### src/rtl/rv32_pkg.sv
`default_nettype none
// ============================================================================
// Module      : rv32_pkg
// Description : Shared RV32I definitions: fetch FSM state encoding, NOP
//               encoding, default datapath width and opcode field values used
//               by the fetch stage and the decoders.
// Revision    : 1.0 - initial release
// ============================================================================
package rv32_pkg;

    localparam int RV_XLEN = 32;

    // ADDI x0, x0, 0
    localparam logic [31:0] NOP_INSTR = 32'h0000_0013;

    typedef enum logic [2:0] {
        S_IDLE  = 3'd0,
        S_REQ   = 3'd1,
        S_WAIT  = 3'd2,
        S_HOLD  = 3'd3,
        S_FAULT = 3'd4
    } fetch_state_t;

    // Major opcode field instr[6:0]
    localparam logic [6:0] OPC_LOAD     = 7'b000_0011;
    localparam logic [6:0] OPC_MISC_MEM = 7'b000_1111;
    localparam logic [6:0] OPC_OP_IMM   = 7'b001_0011;
    localparam logic [6:0] OPC_AUIPC    = 7'b001_0111;
    localparam logic [6:0] OPC_STORE    = 7'b010_0011;
    localparam logic [6:0] OPC_OP       = 7'b011_0011;
    localparam logic [6:0] OPC_LUI      = 7'b011_0111;
    localparam logic [6:0] OPC_BRANCH   = 7'b110_0011;
    localparam logic [6:0] OPC_JALR     = 7'b110_0111;
    localparam logic [6:0] OPC_JAL      = 7'b110_1111;
    localparam logic [6:0] OPC_SYSTEM   = 7'b111_0011;

endpackage : rv32_pkg
`default_nettype wire

### src/rtl/pc_next_logic.sv
`default_nettype none
// ============================================================================
// Module      : pc_next_logic
// Description : Combinational next-PC selection for the fetch stage.
//   pc         in   XLEN  current PC
//   PCSrc      in   1     select PCTarget instead of pc+4
//   PCTarget   in   XLEN  branch/jump target
//   pc_plus4   out  XLEN  pc + 4 (wraps modulo 2^XLEN)
//   pc_next    out  XLEN  selected next PC
//   misaligned out  1     pc_next is not 4-byte aligned
// Revision    : 1.0 - initial release
// ============================================================================
module pc_next_logic
    import rv32_pkg::*;
#(
    parameter int XLEN = RV_XLEN
) (
    input  logic [XLEN-1:0] pc,
    input  logic            PCSrc,
    input  logic [XLEN-1:0] PCTarget,
    output logic [XLEN-1:0] pc_plus4,
    output logic [XLEN-1:0] pc_next,
    output logic            misaligned
);

    // Carry out of the top bit is dropped, giving the required wrap-around.
    assign pc_plus4   = pc + XLEN'(4);
    assign pc_next    = PCSrc ? PCTarget : pc_plus4;
    assign misaligned = (pc_next[1:0] != 2'b00);

endmodule : pc_next_logic
`default_nettype wire

### src/rtl/fetch_unit.sv
`default_nettype none
// ============================================================================
// Module      : fetch_unit
// Description : RV32I instruction-fetch stage. Holds the PC, issues one
//               request at a time to instruction memory, latches the returned
//               word and advances the PC when the instruction retires.
//   clk, rst_n              clock / async active-low reset
//   imem_req_valid/ready    request handshake, imem_addr = pc
//   imem_rsp_valid/rdata/   response channel (valid-only), err qualified by
//   imem_rsp_err            imem_rsp_valid
//   retire, PCSrc, PCTarget next-PC control, sampled in S_HOLD only
//   instr, instr_valid, pc  instruction register and its PC
//   pc_plus4                pc + 4
//   fetch_fault             sticky fault flag, cleared only by reset
// Revision    : 1.0 - initial release
// ============================================================================
module fetch_unit
    import rv32_pkg::*;
#(
    parameter int              XLEN     = RV_XLEN,
    parameter logic [XLEN-1:0] RESET_PC = '0
) (
    input  logic            clk,
    input  logic            rst_n,
    output logic            imem_req_valid,
    input  logic            imem_req_ready,
    output logic [XLEN-1:0] imem_addr,
    input  logic            imem_rsp_valid,
    input  logic [31:0]     imem_rdata,
    input  logic            imem_rsp_err,
    input  logic            retire,
    input  logic            PCSrc,
    input  logic [XLEN-1:0] PCTarget,
    output logic [31:0]     instr,
    output logic            instr_valid,
    output logic [XLEN-1:0] pc,
    output logic [XLEN-1:0] pc_plus4,
    output logic            fetch_fault
);

    fetch_state_t    state_q, state_d;
    logic [XLEN-1:0] pc_q, pc_d;
    logic [31:0]     instr_q, instr_d;
    logic            instr_valid_q, instr_valid_d;
    logic            fault_q, fault_d;

    logic [XLEN-1:0] pc_next;
    logic            misaligned;

    pc_next_logic #(
        .XLEN (XLEN)
    ) u_pc_next_logic (
        .pc         (pc_q),
        .PCSrc      (PCSrc),
        .PCTarget   (PCTarget),
        .pc_plus4   (pc_plus4),
        .pc_next    (pc_next),
        .misaligned (misaligned)
    );

    always_ff @(posedge clk or negedge rst_n) begin
        if (!rst_n) begin
            state_q       <= S_IDLE;
            pc_q          <= RESET_PC;
            instr_q       <= NOP_INSTR;
            instr_valid_q <= 1'b0;
            fault_q       <= 1'b0;
        end else begin
            state_q       <= state_d;
            pc_q          <= pc_d;
            instr_q       <= instr_d;
            instr_valid_q <= instr_valid_d;
            fault_q       <= fault_d;
        end
    end

    always_comb begin
        state_d       = state_q;
        pc_d          = pc_q;
        instr_d       = instr_q;
        instr_valid_d = instr_valid_q;
        fault_d       = fault_q;

        case (state_q)
            S_IDLE: begin
                state_d = S_REQ;
            end
            S_REQ: begin
                if (imem_req_ready) begin
                    state_d = S_WAIT;
                end
            end
            S_WAIT: begin
                if (imem_rsp_valid) begin
                    if (imem_rsp_err) begin
                        // instr keeps its previous contents on an errored access
                        fault_d = 1'b1;
                        state_d = S_FAULT;
                    end else begin
                        instr_d       = imem_rdata;
                        instr_valid_d = 1'b1;
                        state_d       = S_HOLD;
                    end
                end
            end
            S_HOLD: begin
                if (retire) begin
                    instr_valid_d = 1'b0;
                    if (misaligned) begin
                        // pc is left pointing at the faulting instruction
                        fault_d = 1'b1;
                        state_d = S_FAULT;
                    end else begin
                        pc_d    = pc_next;
                        state_d = S_REQ;
                    end
                end
            end
            S_FAULT: begin
                instr_valid_d = 1'b0;
                fault_d       = 1'b1;
            end
            default: begin
                state_d = S_IDLE;
            end
        endcase
    end

    assign imem_req_valid = (state_q == S_REQ);
    assign imem_addr      = pc_q;
    assign pc             = pc_q;
    assign instr          = instr_q;
    assign instr_valid    = instr_valid_q;
    assign fetch_fault    = fault_q;

endmodule : fetch_unit
`default_nettype wire

### config.mk
export PLATFORM = sky130hd
export DESIGN_NAME = fetch_unit
export DESIGN_NICKNAME = d
export VERILOG_FILES = /design/src/rtl/rv32_pkg.sv /design/src/rtl/pc_next_logic.sv /design/src/rtl/fetch_unit.sv
export SDC_FILE = /design/constraint.sdc
export NUM_CORES = 1
export LEC_CHECK = 0
export BUFFER_PORTS_ARGS = -buffer_cell sky130_fd_sc_hd__buf_2
export CAP_MARGIN = 10
export CORE_MARGIN = 3
export CORE_UTILIZATION = 51
export DETAILED_ROUTE_END_ITERATION = 8
export GPL_TIMING_DRIVEN = 1
export PLACE_DENSITY = 0.86
export SLEW_MARGIN = 5
export SYNTH_ARGS = -nofsm -noshare
export SYNTH_HDL_FRONTEND = slang
export SYNTH_SLANG_ARGS = --single-unit
### constraint.sdc
create_clock -name clk -period 5.97 [get_ports clk]
set_clock_uncertainty 0.1 [all_clocks]
set_input_delay 1.791 -clock clk [delete_from_list [all_inputs] [get_ports clk]]
set_output_delay 1.791 -clock clk [all_outputs]
set_load 0.03 [all_outputs]
Yosys cells after proc, flatten, opt, wreduce, memory -nomap -nowiden
Cells that the tools add are included.
{ "totals": {"regBits": 69, "word_cells": 43} }
{ "classes": {"addsub": 1, "n_eq_ne": 10, "n_mux": 16, "n_bitwise": 3, "reduce_logical": 8} }
{ "op_table": {"columns": ["cell", "count"], "rows": [
  ["32-bit by 3-bit adder with 32-bit output (second input constant)", 1],
  ["32-bit two-way mux", 1],
  ["3-bit two-way mux", 5],
  ["3-bit case mux with 5 select lines", 1],
  ["2-bit inequality test (second input constant)", 5],
  ["4-bit AND reduction", 2],
  ["1-bit two-way mux", 7],
  ["3-bit by 2-bit equality test with 1-bit output (second input constant)", 2],
  ["1-bit case mux with 3 select lines", 2],
  ["3-bit AND reduction", 2],
  ["5-bit AND reduction", 1],
  ["3-bit by 1-bit equality test with 1-bit output (second input constant)", 1],
  ["3-bit equality test (second input constant)", 1],
  ["3-bit logical NOT", 1],
  ["1-bit inverter", 3],
  ["3-bit nonzero test", 1],
  ["2-bit by 1-bit inequality test with 1-bit output (second input constant)", 1],
  ["2-bit nonzero test", 1]
]} }

Depth between registers and ports, before layout
{ "depth": {"depth_word": 6, "depth_mapped": 8} }

Hierarchy
A second synthesis with hierarchy kept.
{ "hier_totals": {"hier_cells": 372, "area_unflattened_um2": 4234.1} }
{ "modules_own_cells": {"columns": ["module", "n_inst", "cells_each", "area_each_um2", "seq_area_each_um2"], "rows": [
  ["fetch_unit", 1, 199, 3108.0, 1730.4],
  ["pc_next_logic", 1, 173, 1126.1, 0.0]
]} }

Worst setup path before layout
Ideal clock, no wire load.
{ "synth_timing": {"path_kind": "reg-to-output", "start": "register pc_q[3], in the netlist imem_addr[3]", "end": "output port pc_plus4[26]", "arrival_ns": 2.495, "setup_slack_ns": 1.584, "path_stages_with_launch": 6, "path_buffers": 0, "path_cell_list": "dfrtp_1 ha_1 nand4_1 or4_1 or2_2 xnor2_1"} }
{ "synth_between": {"elab_chain_cells": 1} }
{ "synth_lines": {"columns": ["item", "line", "source"], "rows": [
  ["start, declared", "fetch_unit.sv:42", "logic [XLEN-1:0] pc_q, pc_d;"],
  ["start signal, assigned", "fetch_unit.sv:70", "pc_q <= pc_d;"],
  ["32-bit by 3-bit adder with 32-bit output", "pc_next_logic.sv:27", "assign pc_plus4 = pc + XLEN'(4);"],
  ["end, declared", "fetch_unit.sv:37", "output logic [XLEN-1:0] pc_plus4,"]
]} }
No other way between the ends.

Worst setup path in the final report
{ "layout_timing": {"start": "register pc_q[2], in the netlist imem_addr[2]", "end": "output port pc_plus4[30]"} }
Same word-level chain as after synthesis.

==> flow_metrics.py <==
metrics = {
    "global_routing": {
        "first_global_vias": 4022,
        "grt_max_degree": 49,
        "grt_remaining_overflow": 0,
        "grt_pass1_wl_um": 20620,
        "grt_usage_pct": 26.04,
        "antenna_found_initial": 0,
    },
    "route": {
        "met2_length_um": 6316,
        "ant_nets": 0,
        "drt-met1-wl_um": 5177,
        "num_vias": 4215,
        "routed_via_density": 5.887,
        "dr_wl_met3_um": 1085,
        "dr.pass1.iters": 5,
        "drt_iter0_drc": 318,
        "drc": 0,
        "wl_per_cell_um": 17.77,
        "wirelength_um": 12720,
        "topRoutingLayerUsed": "met4",
    },
    "layout": {
        "layout_common_cells": "201 x buf_2, 66 x dfrtp_1, 33 x mux2_2",
        "syn_to_final_growth_pct": 20.94,
        "n_antenna_cell": 0,
        "nNetsFinal": 678,
        "fillerInstances": 740,
        "drive_gt1_share_pct": 43.21,
        "final_common_cell": "buf_2",
        "post-route-util_pct": 63.88,
    },
    "placement": {
        "gp_congestion": 0.9299,
        "io_buffers": 201,
        "hpwl_um": 9415,
    },
    "worst_setup_path": {
        "cp-start-kind": "flip-flop",
        "worstPathRequired_ps": 4080,
        "cp-end-kind": "primary output",
        "arrival_ps": 2900,
        "r2r_start": "imem_addr[2]",
        "path_max_fanout": 9,
        "reg2reg_to": "imem_addr[30]",
        "reg2reg_depth": 5,
        "worstSetupPathType": "reg -> out",
        "r2r_setup_slack_ps": 3420,
    },
    "worst_hold_path": {
        "hold_end": "fetch_fault",
        "hp-class": "reg -> reg",
        "hold_start": "fetch_fault",
        "hold_depth": 1,
    },
    "logic_synthesis": {
        "async_flop_share_pct": 100.0,
        "synth_edf_count": 0,
        "yosysWarnings": 0,
        "synth_seq_cells": 69,
        "synth_cell_types": 56,
        "syn_area_sq_mm": 0.004362,
        "syn_nets": 532,
        "synthCells": 460,
        "ys_seq_area_share_pct": 39.67,
        "synth_flop_cell": "dfrtp_1",
        "syn_avg_cell_area_sq_um": 9.482,
    },
    "power_and_ir_drop": {
        "cell_internal_pwr_uw": 1268,
        "power.clock.fraction_pct": 13.0,
        "combPwrFrac_pct": 54.6,
        "power_density_mw_per_mm2": 510.2,
        "ir_drop_mv": 0.2590,
        "netSwitchingFraction_pct": 52.89,
        "switchingPower_uw": 1424,
        "p_leak_uw": 0.002402,
        "totalPowerFinal_uw": 2692,
        "power_frac_seq_pct": 32.4,
    },
    "clock_tree": {
        "tritoncts": "built",
        "cts_sinks": 69,
        "clk_path_buf_depth": 2,
        "cts_resized": 0,
        "ctsHoldBuffers": 0,
        "cts_setup_buffers": 0,
        "worstSkewPairLatency_ps": 350,
        "cts_buffers": 9,
        "clk_pin_slew_ps": 80,
        "cts_root_buf": "clkbuf_8",
        "htree_levels": 3,
    },
    "timing": {
        "finalCritPeriodShare_pct": 80.28,
        "final_max_slew_viol_count": 0,
        "worstMarginPinSlew_ps": 1103,
        "timing.final.hold_violations": 0,
        "slew_headroom_pct": 26.22,
        "rsz0062_at_grt": "false",
        "min_period_ps": 4793,
        "fin_tns_setup_ps": 0,
        "setup_violations": 0,
        "clock.fmax_mhz": 208.7,
    },
    "floorplan": {
        "num_rows": 33,
        "core_sq_mm": 0.008258,
        "die_area_sq_mm": 0.009698,
        "io_pins": 202,
        "die_width_um": 98.48,
        "start_util_pct": 52.82,
        "dieHeight_um": 98.48,
    },
    "run": {
        "drv_cap": 0,
    },
    "run_status": {
        "status": "finished clean",
    },
}
-- layout make-up --
type | count | area (sq um) | share of cell area, %
multi-input combinational | 313 | 2177 | 41.27
timing repair buffer | 204 | 1028 | 19.50
clock inverter | 7 | 50.05 | 0.9488
tap | 105 | 131.4 | 2.491
inverter | 9 | 33.78 | 0.6404
sequential | 69 | 1730 | 32.80
clock buffer | 9 | 123.9 | 2.348
-- state kept, by name, summed over array words and instances, names as in the netlist --
| register | flops |
|---|---|
| imem_addr | 32 |
| instr | 32 |
| state_q | 3 |
| fetch_fault | 1 |
| instr_valid | 1 |
-- cell usage after synthesis, types with 4 or more instances --
cell type / n / area (sq um)
buf_4: 35 / 262.8
a21boi_0: 13 / 97.59
xnor2_1: 22 / 192.7
nand3b_1: 5 / 37.54
nor4_1: 10 / 62.56
nand3_1: 20 / 100.1
or3_1: 10 / 62.56
nor3_1: 9 / 45.04
buf_2: 6 / 30.03
o2bb2ai_1: 4 / 35.03
nand4_1: 28 / 175.2
mux2_2: 33 / 371.6
inv_1: 8 / 30.03
o311ai_0: 4 / 35.03
a21oi_1: 14 / 70.07
nand2_1: 21 / 78.83
dfrtp_1: 66 / 1652
nor2_1: 21 / 78.83
a31oi_1: 5 / 31.28
xor2_1: 6 / 52.55
and3_1: 4 / 25.02
o21ai_0: 19 / 95.09
o211ai_1: 12 / 90.09
clkbuf_1: 24 / 90.09
-- worst max-delay path by stage --
stage                      start           end  slack [ps]  cells past startpoint
floorplan           imem_addr[3]  pc_plus4[26]        1580                      5
global placement    imem_addr[2]  pc_plus4[20]        1610                      6
detailed placement  imem_addr[3]  pc_plus4[20]        1560                      6
CTS                 imem_addr[2]  pc_plus4[20]        1170                      6
global route        imem_addr[2]  pc_plus4[20]         810                      6
finish              imem_addr[2]  pc_plus4[30]        1180                      6
-- kinds of logic after synthesis --
| logic type | Yosys count | synth area share (%) |
|---|---|---|
| AO/OA/AOI/OAI | 95 | 15.18 |
| AND/OR/NAND/NOR | 155 | 20.08 |
| buffers and inverters | 78 | 10.41 |
| flip-flops | 69 | 39.67 |
| multiplexers | 34 | 8.749 |
| adder cells (fa/ha/maj) | 1 | 0.2868 |
| XOR/XNOR | 28 | 5.622 |
-- critical path, stage by stage, from the launching register on --
cell and delay, ps:
dfrtp_1 450, ha_1 320, nand4_1 310, nor4_2 850
nand2_1 220, xnor2_1 180, buf_2 220
-- per-stage QoR --
step	hold WS (ps)	area (sq um)	setup WS, ps	cells
floorplan	392.7	4362	1584	460
global placement	350.9	5101	1610	700
detailed placement	354.2	5101	1560	700
CTS	376.3	5275	1172	716
global route	398.2	5275	809.3	716
finish	371.5	5275	1177	716
-- power groups by stage --
stage	Combinational (uW)	Clock, uW	Sequential [uW]
6_report	1470	349	872
5_1_grt	1560	373	907
4_1_cts	1480	352	866
3_5_place_dp	1470	0	875
3_3_place_gp	1460	0	856
2_1_floorplan	842	0	1140
-- routing by layer --
metal,vias up,global-route usage (%)
li1,1965,-
met1,2001,35.81
met2,232,42.80
met3,17,5.025
met4,0,6.303
met5,-,0
Power figures use the tool's default switching activity.
